## config.mk

```make
export PLATFORM = sky130hd
export DESIGN_NAME = seq_magnitude_comparator_flat
export DESIGN_NICKNAME = d
export VERILOG_FILES = /design/src/rtl/seq_magnitude_comparator_pkg.sv /design/src/rtl/seq_magnitude_comparator_if.sv /design/src/rtl/seq_magnitude_comparator_chunk_cmp.sv /design/src/rtl/seq_magnitude_comparator.sv /design/src/flat_wrapper.sv
export SDC_FILE = /design/constraint.sdc
export NUM_CORES = 1
export LEC_CHECK = 0
export BUFFER_PORTS_ARGS = -buffer_cell sky130_fd_sc_hd__buf_2
export CELL_PAD_IN_SITES_DETAIL_PLACEMENT = 1
export CELL_PAD_IN_SITES_GLOBAL_PLACEMENT = 2
export CORE_UTILIZATION = 35
export CTS_CLUSTER_SIZE = 30
export DETAILED_ROUTE_END_ITERATION = 10
export GPL_ROUTABILITY_DRIVEN = 0
export GPL_TIMING_DRIVEN = 0
export PLACE_DENSITY_LB_ADDON = 0.1
export SLEW_MARGIN = 20
export SYNTH_ARGS = -nofsm -noshare
export SYNTH_HDL_FRONTEND = slang
export SYNTH_HIERARCHICAL = 1
export SYNTH_SLANG_ARGS = --single-unit
```

## constraint.sdc

```tcl
create_clock -name clk -period 3.37 [get_ports clk]
set_input_delay 0.674 -clock clk [delete_from_list [all_inputs] [get_ports clk]]
set_output_delay 0.674 -clock clk [all_outputs]
set_load 0.01 [all_outputs]
```

## src/rtl/seq_magnitude_comparator_pkg.sv

```systemverilog
// cmp_pkg: shared types and constants for seq_magnitude_comparator.
//   state_t   - control FSM states (IDLE, CMP, DONE)
//   RES_*     - one-hot {gt, eq, lt} result encodings
package cmp_pkg;

    typedef enum logic [1:0] {
        IDLE = 2'd0,
        CMP  = 2'd1,
        DONE = 2'd2
    } state_t;

    localparam logic [2:0] RES_NONE = 3'b000;
    localparam logic [2:0] RES_GT   = 3'b100;
    localparam logic [2:0] RES_EQ   = 3'b010;
    localparam logic [2:0] RES_LT   = 3'b001;

endpackage

```

## src/rtl/seq_magnitude_comparator_if.sv

```systemverilog
// seq_magnitude_comparator_if: operand/result handshake bundle.
//   in_valid/in_ready        - operand handshake (in1, in2, signed_mode)
//   out_valid/out_ready      - result handshake (gt, eq, lt)
//   busy                     - comparator is stepping through chunks
// master: operand producer / result consumer.  slave: the comparator.
// WIDTH must match the comparator's WIDTH parameter.
interface seq_magnitude_comparator_if #(
    parameter int unsigned WIDTH = 8
);
    logic             in_valid;
    logic             in_ready;
    logic [WIDTH-1:0] in1;
    logic [WIDTH-1:0] in2;
    logic             signed_mode;
    logic             out_valid;
    logic             out_ready;
    logic             gt;
    logic             eq;
    logic             lt;
    logic             busy;

    modport master (
        output in_valid, in1, in2, signed_mode, out_ready,
        input  in_ready, out_valid, gt, eq, lt, busy
    );

    modport slave (
        input  in_valid, in1, in2, signed_mode, out_ready,
        output in_ready, out_valid, gt, eq, lt, busy
    );
endinterface

```

## src/rtl/seq_magnitude_comparator_chunk_cmp.sv

```systemverilog
// chunk_cmp: combinational unsigned compare of one CHUNK-bit slice.
//   a, b      - slices of operand A and B
//   chunk_gt  - a > b
//   chunk_lt  - a < b
module chunk_cmp #(
    parameter int unsigned CHUNK = 2
) (
    input  logic [CHUNK-1:0] a,
    input  logic [CHUNK-1:0] b,
    output logic             chunk_gt,
    output logic             chunk_lt
);
    assign chunk_gt = (a > b);
    assign chunk_lt = (a < b);
endmodule

```

## src/rtl/seq_magnitude_comparator.sv

```systemverilog
// seq_magnitude_comparator: multi-cycle MSB-first magnitude comparator.
// Compares two WIDTH-bit operands CHUNK bits per clock, unsigned or
// two's-complement, and reports one-hot gt/eq/lt behind valid/ready.
//   clk  - rising-edge clock
//   rst  - asynchronous active-high reset
//   bus  - seq_magnitude_comparator_if.slave (operand and result handshakes)
// Build option: COMPARE_EARLY_EXIT_EN - finish as soon as a chunk differs.
module seq_magnitude_comparator
    import cmp_pkg::*;
#(
    parameter int unsigned WIDTH = 8,
    parameter int unsigned CHUNK = 2
) (
    input logic                      clk,
    input logic                      rst,
    seq_magnitude_comparator_if.slave bus
);
    localparam int unsigned NCHUNK = WIDTH / CHUNK;
    localparam int unsigned IDXW   = (NCHUNK > 1) ? $clog2(NCHUNK) : 1;
    localparam logic [IDXW-1:0]  LAST_IDX = IDXW'(NCHUNK - 1);
    localparam logic [WIDTH-1:0] MSB_MASK = WIDTH'(1) << (WIDTH - 1);

    // Elaboration-time parameter checks
    if (WIDTH < 2) begin : g_bad_width
        $fatal(1, "seq_magnitude_comparator: WIDTH must be >= 2");
    end
    if (CHUNK == 0 || (WIDTH % CHUNK) != 0) begin : g_bad_chunk
        $fatal(1, "seq_magnitude_comparator: CHUNK must divide WIDTH");
    end

    state_t           state, state_n;
    logic [WIDTH-1:0] opa, opa_n;
    logic [WIDTH-1:0] opb, opb_n;
    logic [IDXW-1:0]  idx, idx_n;
    logic [2:0]       res, res_n;
    logic             decided, decided_n;
    logic             load;

    logic [CHUNK-1:0] slice_a, slice_b;
    logic             cgt, clt;

    // Current chunk under comparison
    assign slice_a = opa[idx*CHUNK +: CHUNK];
    assign slice_b = opb[idx*CHUNK +: CHUNK];

    chunk_cmp #(.CHUNK(CHUNK)) u_chunk_cmp (
        .a        (slice_a),
        .b        (slice_b),
        .chunk_gt (cgt),
        .chunk_lt (clt)
    );

    // Handshake and status decode; in_ready is held low throughout reset
    assign bus.in_ready  = !rst && ((state == IDLE) || ((state == DONE) && bus.out_ready));
    assign bus.out_valid = (state == DONE);
    assign bus.busy      = (state == CMP);
    assign bus.gt        = res[2];
    assign bus.eq        = res[1];
    assign bus.lt        = res[0];

    // Next-state and datapath update
    always_comb begin
        state_n   = state;
        opa_n     = opa;
        opb_n     = opb;
        idx_n     = idx;
        res_n     = res;
        decided_n = decided;
        load      = 1'b0;

        case (state)
            IDLE: begin
                if (bus.in_valid) load = 1'b1;
            end
            CMP: begin
                // First differing chunk from the top decides; lower ones are ignored
                if (!decided && (cgt || clt)) begin
                    res_n     = cgt ? RES_GT : RES_LT;
                    decided_n = 1'b1;
`ifdef COMPARE_EARLY_EXIT_EN
                    state_n   = DONE;
`endif
                end
                if (idx == '0) begin
                    if (!decided && !(cgt || clt)) res_n = RES_EQ;
                    state_n = DONE;
                end else begin
                    idx_n = idx - 1'b1;
                end
            end
            DONE: begin
                if (bus.out_ready) begin
                    if (bus.in_valid) load = 1'b1;
                    else              state_n = IDLE;
                end
            end
            default: state_n = IDLE;
        endcase

        // Flipping the MSB maps two's-complement onto offset binary so the
        // unsigned chunk compare gives the signed ordering.
        if (load) begin
            opa_n     = bus.in1 ^ (bus.signed_mode ? MSB_MASK : '0);
            opb_n     = bus.in2 ^ (bus.signed_mode ? MSB_MASK : '0);
            idx_n     = LAST_IDX;
            res_n     = RES_NONE;
            decided_n = 1'b0;
            state_n   = CMP;
        end
    end

    // State and datapath registers
    always_ff @(posedge clk or posedge rst) begin
        if (rst) begin
            state   <= IDLE;
            opa     <= '0;
            opb     <= '0;
            idx     <= LAST_IDX;
            res     <= RES_NONE;
            decided <= 1'b0;
        end else begin
            state   <= state_n;
            opa     <= opa_n;
            opb     <= opb_n;
            idx     <= idx_n;
            res     <= res_n;
            decided <= decided_n;
        end
    end
endmodule

```

## src/flat_wrapper.sv

```systemverilog
// flat-port wrapper written by rule: the top's interface ports become plain ports
module seq_magnitude_comparator_flat import cmp_pkg::*;
#(
    parameter int unsigned WIDTH = 8,
    parameter int unsigned CHUNK = 2
)
  (clk, rst, bus_in_valid, bus_in1, bus_in2, bus_signed_mode, bus_out_ready, bus_in_ready, bus_out_valid, bus_gt, bus_eq, bus_lt, bus_busy);
  seq_magnitude_comparator_if #(.WIDTH(WIDTH)) bus_i ();
  input logic clk;
  input logic rst;
  input wire logic [$bits(bus_i.in_valid)-1:0] bus_in_valid;
  input wire logic [$bits(bus_i.in1)-1:0] bus_in1;
  input wire logic [$bits(bus_i.in2)-1:0] bus_in2;
  input wire logic [$bits(bus_i.signed_mode)-1:0] bus_signed_mode;
  input wire logic [$bits(bus_i.out_ready)-1:0] bus_out_ready;
  output wire logic [$bits(bus_i.in_ready)-1:0] bus_in_ready;
  output wire logic [$bits(bus_i.out_valid)-1:0] bus_out_valid;
  output wire logic [$bits(bus_i.gt)-1:0] bus_gt;
  output wire logic [$bits(bus_i.eq)-1:0] bus_eq;
  output wire logic [$bits(bus_i.lt)-1:0] bus_lt;
  output wire logic [$bits(bus_i.busy)-1:0] bus_busy;
  assign bus_i.in_valid = bus_in_valid;
  assign bus_i.in1 = bus_in1;
  assign bus_i.in2 = bus_in2;
  assign bus_i.signed_mode = bus_signed_mode;
  assign bus_i.out_ready = bus_out_ready;
  assign bus_in_ready = bus_i.in_ready;
  assign bus_out_valid = bus_i.out_valid;
  assign bus_gt = bus_i.gt;
  assign bus_eq = bus_i.eq;
  assign bus_lt = bus_i.lt;
  assign bus_busy = bus_i.busy;
  seq_magnitude_comparator #(.WIDTH(WIDTH), .CHUNK(CHUNK)) u_core (.clk(clk), .rst(rst), .bus(bus_i));
endmodule
```

# [Word-level counts from Yosys, hierarchy flattened]
# Cells that the tools add are included.
[classes] n_addsub=1 n_lt_le_gt_ge=2 n_eq_ne=7 n_shift=2 n_mux=21 bitwise_logic=2 reduce_logical=16
[ops] operator="$mux W3" count=6
[ops] operator="$shiftx A8 B4 Y2" count=2
[ops] operator="$xor A8 B8 Y8" count=2
[ops] operator="$mux W2" count=7
[ops] operator="$mux W8" count=1
[ops] operator="$ne A3 B2 Y1 const B" count=2
[ops] operator="$pmux W2 S3" count=1
[ops] operator="$mux W1" count=5
[ops] operator="$logic_and A1 B1 Y1" count=4
[ops] operator="$logic_not A2 Y1" count=2
[ops] operator="$ne A2 B1 Y1 const B" count=2
[ops] operator="$reduce_and A2 Y1" count=2
[ops] operator="$reduce_and A4 Y1" count=1
[ops] operator="$reduce_bool A2 Y1" count=2
[ops] operator="$logic_not A1 Y1" count=3
[ops] operator="$ne A3 B1 Y1 const B" count=1
[ops] operator="$eq A2 B1 Y1 const B" count=1
[ops] operator="$eq A2 B2 Y1 const B" count=1
[ops] operator="$gt A2 B2 Y1" count=1
[ops] operator="$logic_or A1 B1 Y1" count=2
[ops] operator="$lt A2 B2 Y1" count=1
[ops] operator="$pmux W1 S2" count=1
[ops] operator="$sub A2 B1 Y2 const B" count=1
[word_totals] reg_bits=24 in_bits=21 out_inout_bits=6 word_cells=57

# [Depth between registers and ports, before layout]
# Gate-level depths: netlist of run 1.
[logic_depth] word_depth=9 ltp_mapped=9 ltp_nobuf=8

# [Modules after synthesis]
# Netlist of run 1, hierarchy kept.
[by_module_without_submodules] mod="seq_magnitude_comparator" n_inst=1 cells_per_inst=88 area_each_um2=1169.9 seq_area_each_um2=603.1
[by_module_without_submodules] mod="chunk_cmp" n_inst=1 cells_per_inst=7 area_each_um2=65.1 seq_area_each_um2=0.0

# [Least setup slack after synthesis of run 1]
# OpenSTA, ideal clock, no wires.
[synth_path] kind="register -> register" from="register u_core.idx[0]" to="register u_core.res[0]" arrival_time_ps=2315 t_required_ps=3239 slack_ps=924 stages_incl_launch_ff=9 period_less_slack_ps=2446 cell_sequence="dfstp_2 > buf_2 > mux4_2 > ha_1 > nor2b_4 > nor2_1 > or3b_2 > nand4_1 > o211ai_1"
[synth_between] elab_chain_len=9
[synth_lines] item="start: declaration" line_no="seq_magnitude_comparator.sv:34" text="logic [IDXW-1:0] idx, idx_n;"
[synth_lines] item="start signal: assignment" line_no="seq_magnitude_comparator.sv:125" text="idx <= idx_n;"
[synth_lines] item="$shiftx A8 B4 Y2 *" line_no="seq_magnitude_comparator.sv:43" text="assign slice_a = opa[idx*CHUNK +: CHUNK];"
[synth_lines] item="named net u_core.slice_a[1]" line_no="seq_magnitude_comparator.sv:39" text="logic [CHUNK-1:0] slice_a, slice_b;"
[synth_lines] item="$lt A2 B2 Y1 *" line_no="seq_magnitude_comparator_chunk_cmp.sv:14" text="assign chunk_lt = (a < b);"
[synth_lines] item="named net u_core.clt" line_no="seq_magnitude_comparator.sv:40" text="logic cgt, clt;"
[synth_lines] item="$logic_or A1 B1 Y1 *" line_no="seq_magnitude_comparator.sv:77, seq_magnitude_comparator.sv:85"
[synth_lines] item="$logic_and A1 B1 Y1 or $logic_not A1 Y1 (tied branches)" line_no="seq_magnitude_comparator.sv:77, seq_magnitude_comparator.sv:85"
[synth_lines] item="$mux W3 or $logic_and A1 B1 Y1 (tied branches)" line_no="seq_magnitude_comparator.sv:77, seq_magnitude_comparator.sv:85"
[synth_lines] item="$mux W3" line_no="seq_magnitude_comparator.sv:85" text="if (!decided && !(cgt || clt)) res_n = RES_EQ;"
[synth_lines] item="$mux W3 *" line_no="seq_magnitude_comparator.sv:84" text="if (idx == '0) begin"
[synth_lines] item="$mux W3 *" line_no="seq_magnitude_comparator.sv:71" text="case (state)"
[synth_lines] item="$mux W3 *" line_no="seq_magnitude_comparator.sv:102" text="if (load) begin"
[synth_lines] item="end signal: assignment" line_no="seq_magnitude_comparator.sv:126" text="res <= res_n;"
[synth_lines] item="end: declaration" line_no="seq_magnitude_comparator.sv:35" text="logic [2:0] res, res_n;"
# The timed path passes the listed nets; every way through them passes the cells marked *. The select of a mux whose other input is x is not followed.
# A chain may end at the register's enable or synchronous reset.

# [Worst setup path in the final report of run 1]
# Same ends and word-level chain as after synthesis.

==> results of run 1 <==
==> worst max-delay path: stages, from the launching register on <==
cell	delay, ps
dfstp_2	530
buf_2	210
mux4_2	540
ha_1	330
nor2b_4	160
nor2_1	100
or3b_2	470
nand4_1	100
o211ai_1	80
==> kinds of logic (layout without fill, tap and decap cells) <==
group / after synthesis / after routing
AOI/OAI and AO/OA: 16 / 16
xor gates and xnor gates: 2 / 2
adders and majority gates: 3 / 3
buffers and inverters: 12 / 42
DFF: 24 / 24
muxes: 18 / 18
and+or+nand+nor: 20 / 20
==> layer usage <==
metal | track usage, % | routed length (microns) | vias up
li1 | - | - | 401
met1 | 18.2 | 1090 | 433
met2 | 25.8 | 1190 | 17
met4 | 2.86 | 15 | 0
met5 | 0 | 0 | -
met3 | 5.04 | 88 | 2
==> path summary, 6_finish.rpt <==
check                         startpoint       endpoint  slack (ps)  cells past startpoint
setup / recovery           u_core/idx[0]  u_core/res[0]         740                      8
hold / removal             u_core/opa[6]  u_core/opa[6]         520                      1
setup reg to reg           u_core/idx[0]  u_core/res[0]         740                      8
hold reg to reg            u_core/opa[6]  u_core/opa[6]         520                      1
max in group asynchronous            rst  u_core/opb[6]        2260                      2
min in group asynchronous            rst  u_core/opb[7]         550                      2
==> placed cells by master (no fill, tap or decap), types with 2 or more instances in the layout <==
| cell | netlist | layout |
|---|---|---|
| o211ai_1 | 2 | 2 |
| dfstp_2 | 2 | 2 |
| nor3_1 | 2 | 2 |
| mux2_2 | 9 | 9 |
| dfrtp_1 | 22 | 22 |
| nor2_1 | 3 | 3 |
| buf_2 | 1 | 27 |
| mux2_4 | 5 | 5 |
| a21oi_1 | 5 | 5 |
| xnor2_1 | 2 | 2 |
| o21ai_0 | 4 | 4 |
| clkbuf_4 | 0 | 3 |
| nand2b_1 | 2 | 2 |
| nand2_1 | 2 | 2 |
| mux4_2 | 4 | 4 |
| inv_1 | 8 | 8 |
| ha_1 | 3 | 3 |
==> power by group through the flow <==
stage / combinational (W) / clock (W) / sequential (W)
final: 0.000867 / 0.000151 / 0.000530
after global routing: 0.000957 / 0.000172 / 0.000551
after CTS: 0.000881 / 0.000164 / 0.000532
after detailed placement: 0.000873 / 0 / 0.000539
after global placement: 0.000859 / 0 / 0.000533
after floorplan: 0.000710 / 0 / 0.000511
==> per-stage QoR <==
stage                     power, W  worst slack, ps  instance area, sq um  utilization, %
after CTS                  0.00158              711                  1460            43.4
after detailed placement   0.00141              749                  1420            42.3
after floorplan            0.00122              924                  1230               -
after global placement     0.00139              769                  1420            42.3
after global routing       0.00168              614                  1460            43.4
final                      0.00155              739                  1460            43.4
==> Yosys cell counts (all sizes together) (2+ instances only) <==
library cell | number | share of area, %
dfrtp | 22 | 45
nand2b | 3 | 2.1
nor2 | 3 | 0.91
o211ai | 2 | 1.2
ha | 3 | 3.0
a21oi | 5 | 2.0
xnor2 | 2 | 1.4
mux2 | 14 | 14
nand2 | 2 | 0.61
mux4 | 4 | 7.3
buf | 3 | 2.5
o21ai | 4 | 1.6
dfstp | 2 | 4.3
nor2b | 2 | 1.8
nor3 | 2 | 0.81
inv | 8 | 2.4
==> area by class of cell <==
| type | count | area (sq um) |
|---|---|---|
| sequential | 24 | 603 |
| clock buffer | 4 | 36.3 |
| tap | 46 | 57.6 |
| timing repair buffer | 26 | 130 |
| inverter | 8 | 30.0 |
| fill | 401 | 1900 |
| multi-input combinational | 59 | 566 |
| buffer | 4 | 36.3 |
==> registers in the layout (all words and copies together) (netlist names) <==
name and count:
u_core/opa 8, u_core/res 3, u_core/state 2, u_core/opb 8
u_core/idx 2, u_core/decided 1
==> results.yml, run 1 <==
sta:
  slew_viol_final: 0
  rsz0062_at_grt: "no"
  setup_viol: 0
  max_slew_margin_pct: 38.7
  holdWs_ps: 523
  period_minus_slack_ps: 2630
  tightestPinTransition_ps: 918
  fmax_mhz: 380
  setup_tns_ps: 0
  clock_skew_ps: 4.78
  post-route-period-util_pct: 78.1
  hold_viol_final: 0
route:
  vias: 853
  via_per_inst: 4.99
  first_iter_violations: 40
  wl_per_cell_microns: 13.9
  wl_microns: 2380
  drc: 0
  first_pass_iters: 3
  drtAntennaViolNets: 0
pwr:
  p_sw_share_pct: 37.2
  p_comb_share_pct: 56.0
  peakVddDrop_uv: 451
  seqPwrFrac_pct: 34.2
  switching_power_w: 0.000576
  clkPwrFrac_pct: 9.8
  p_leak_nw: 0.687
  cellPowerDensity_nw_per_um2: 1060
  intPower_w: 0.000972
clocking:
  cts_resized: 0
  clk_latency_ps: 310
  post_cts_buffers: 0
  cts_hold_buf: 0
  cts_tree: "built"
  cts_buffer_depth: 2
  cts.clk_slew.worst_paths_ps: 130
  cts_buffers: 3
  cts-root-buf: "clkbuf_4"
  cts-htree-levels: 1
  clock_sinks: 24
die:
  floorplan.initialDensity_pct: 36.7
  row_count: 21
  ioPinCount: 27
  fp.dieW_microns: 61.4
  die-area_sq_um: 3770
  coreArea_sq_um: 3360
  dieHeight_microns: 61.4
run:
  maxCapViolations: 0
synth:
  synth-edff-count: 0
  seq_area_frac_synth_pct: 48.8
  synth_compound_area_share_pct: 8.71
  synth_top_family_by_area: "multiplexers"
  synth-main-ff-cell: "dfrtp_1"
  synthMuxAreaShare_pct: 21.6
  synth-simple-area-share_pct: 11.0
  ys_seq_elements: 24
  syn-num-nets: 119
  syn-instance-count: 95
  netlist-cell-type-count: 35
  synthAdderAreaFrac_pct: 3.04
  avgSynthCellArea_sq_um: 13.0
  synth.cell_area_sq_um: 1230
  yosysWarnings: 6
  ys_async_sr_fraction_pct: 100
  synthXorXnorAreaFrac_pct: 1.42
final_layout:
  final_cell_count_no_fill: 171
  nNetsFinal: 150
  diodes: 0
  drive_gt1_share_pct: 48.8
  syn2layout_area_growth_pct: 18.1
critical_path:
  cp_max_fo: 7
  critPathKind: "flip-flop to flip-flop"
  critPathCaptureType: "flip-flop"
  cp.required_ps: 3570
  start_kind: "flip-flop"
  cp.arrival_ps: 2830
global_route:
  grt_pass1_wl_microns: 4020
  track_usage_pct: 14.9
  antenna_found_initial: 0
  grt_pass1_vias: 899
  grt_overflow: 0
  grt_max_degree: 25
placed_design:
  dp_cells: 167
  hpwlAfterDp_microns: 1760
  port-buffer-count: 26
worst_hold_path:
  hold_path_class: "flip-flop to flip-flop"
run_status:
  status: "complete, no violations"
No activity file was read; power rests on OpenSTA's default activity.
==> inputs of run 2 (changes only) <==
CORE_UTILIZATION = 32   (was 35)
clock period = 2.14 ns   (was 3.37 ns; I/O delays follow)
==> results.yml, run 2 (same netlist as run 1, synthesis figures left out) <==
run_status:
  status: "complete, but fails checks"
  violations: "setup timing"
clocking:
  clk_latency_ps: 270
  cts_buffer_depth: 2
  cts-root-buf: "clkbuf_8"
  cts_hold_buf: 0
  cts_buffers: 3
  cts.clk_slew.worst_paths_ps: 90
  cts_tree: "built"
  cts-htree-levels: 1
  clock_sinks: 24
critical_path:
  path_buf_inv: 0
  timing.rr.start: "u_core/idx[0]"
  cp.arrival_ps: 2440
  critPathCaptureType: "flip-flop"
  critPathTopFamily: "simple AND/OR/NAND/NOR gates"
  slowest_stage: "dfstp_2"
  critPathKind: "flip-flop to flip-flop"
  cp_cell_sequence: "mux4_2, ha_4, nor2b_4, nor2_4, or3b_4, nand4_1, o211ai_1"
  start_kind: "flip-flop"
  critPathLaunch: "u_core/idx[0]"
  worst_path_largest_cell_delay_ps: 580
  cp_max_fo: 3
  cp.required_ps: 2290
final_layout:
  drive_gt1_share_pct: 53.1
  mostFrequentLayoutCells: "buf_2, dfrtp_1, mux2_2"
  fin_util_pct: 42.2
  layout_commonest_cell: "buf_2"
  syn2layout_area_growth_pct: 26.0
  diodes: 0
  nNetsFinal: 153
  nFillCells: 410
  largestRegisters: "u_core/opa: 8 flops, u_core/opb: 8 flops, u_core/res: 3 flops"
pwr:
  p_total_w: 0.00296
  p_sw_share_pct: 35.7
  cellPowerDensity_nw_per_um2: 1900
  intPower_w: 0.00191
  peakVddDrop_uv: 536
  p_leak_nw: 0.719
  switching_power_w: 0.00106
  p_comb_share_pct: 57.7
  seqPwrFrac_pct: 28.8
  clkPwrFrac_pct: 13.5
route:
  vias: 862
  drtAntennaViolNets: 0
  via_per_inst: 4.90
  wl_per_cell_microns: 14.7
  wl_microns: 2580
  drc: 0
  first_iter_violations: 37
  first_pass_iters: 4
die:
  coreArea_sq_um: 3690
  die-area_sq_um: 4110
  fp.dieW_microns: 64.1
  dieHeight_microns: 64.1
  ioPinCount: 27
  floorplan.initialDensity_pct: 33.5
  row_count: 22
sta:
  setup_viol: 4
  tightestPinTransition_ps: 942
  clock_skew_ps: 2.65
  post-route-period-util_pct: 107
  setup_slack_ps: -154
  max_slew_margin_pct: 37.1
  fmax_mhz: 436
  period_minus_slack_ps: 2290
  slew_viol_final: 0
  rsz0062_at_grt: "yes"
  hold_viol_final: 0
global_route:
  antenna_found_initial: 0
  grt_pass1_vias: 943
  grt_max_degree: 25
  grt_pass1_wl_microns: 4420
  track_usage_pct: 14.3
  grt_overflow: 0
placed_design:
  port-buffer-count: 26
  dp_slack_ps: -243
  hpwlAfterDp_microns: 1870
worst_hold_path:
  hold_path_class: "input pin to asynchronous set/reset pin"
run:
  maxCapViolations: 0
## run 2: cell type report
| type | count | area [sq um] | share of cell area (%) |
|---|---|---|---|
| clock inverter | 1 | 30.0 | 1.93 |
| timing repair buffer | 30 | 160 | 10.3 |
| buffer | 3 | 31.3 | 2.01 |
| multi-input combinational | 59 | 601 | 38.6 |
| inverter | 8 | 30.0 | 1.93 |
| tap | 48 | 60.1 | 3.86 |
| clock buffer | 3 | 41.3 | 2.65 |
| sequential | 24 | 603 | 38.7 |
## run 2: stage by stage
step,hold WS [ps],area (sq um),TNS (ps),cells
after CTS,376,1560,-536,176
after detailed placement,495,1450,-546,169
after global routing,377,1560,-855,176
after floorplan,441,1260,-145,95
after global placement,486,1450,-422,169
final,375,1560,-348,176
## run 2: final timing paths
kind / depth (start not counted) / slack [ps] / to
max in group asynchronous: 2 / 1190 / u_core/opb[1]
min in group clk: 2 / 380 / u_core/opb[6]
worst max-delay path: 7 / -150 / u_core/res[0]
worst max register to register: 7 / -150 / u_core/res[0]
worst min-delay path: 2 / 380 / u_core/opa[7]
worst min register to register: 1 / 510 / u_core/opa[2]
## run 2: power by group through the flow
stage	Sequential (W)	Clock, W	Combinational [W]
6_report	0.000855	0.000399	0.00171
5_1_grt	0.000888	0.000432	0.00187
4_1_cts	0.000848	0.000412	0.00169
3_5_place_dp	0.000857	0	0.00154
3_3_place_gp	0.000844	0	0.00149
2_1_floorplan	0.000808	0	0.00125
## run 2: layer usage
| metal | global-route usage, % | vias up | wire (microns) |
|---|---|---|---|
| met2 | 24.6 | 19 | 1310 |
| met4 | 5.00 | 0 | 36 |
| met1 | 17.9 | 435 | 1140 |
| li1 | - | 404 | - |
| met3 | 2.86 | 4 | 96 |
| met5 | 0 | - | 0 |
## run 2: timing repair
action	4_1_cts	5_1_grt
buffers inserted	3	1
setup endpoints to repair	4	4
hold endpoints to repair	0	0
pin swaps	4	2
resized for setup	3	0
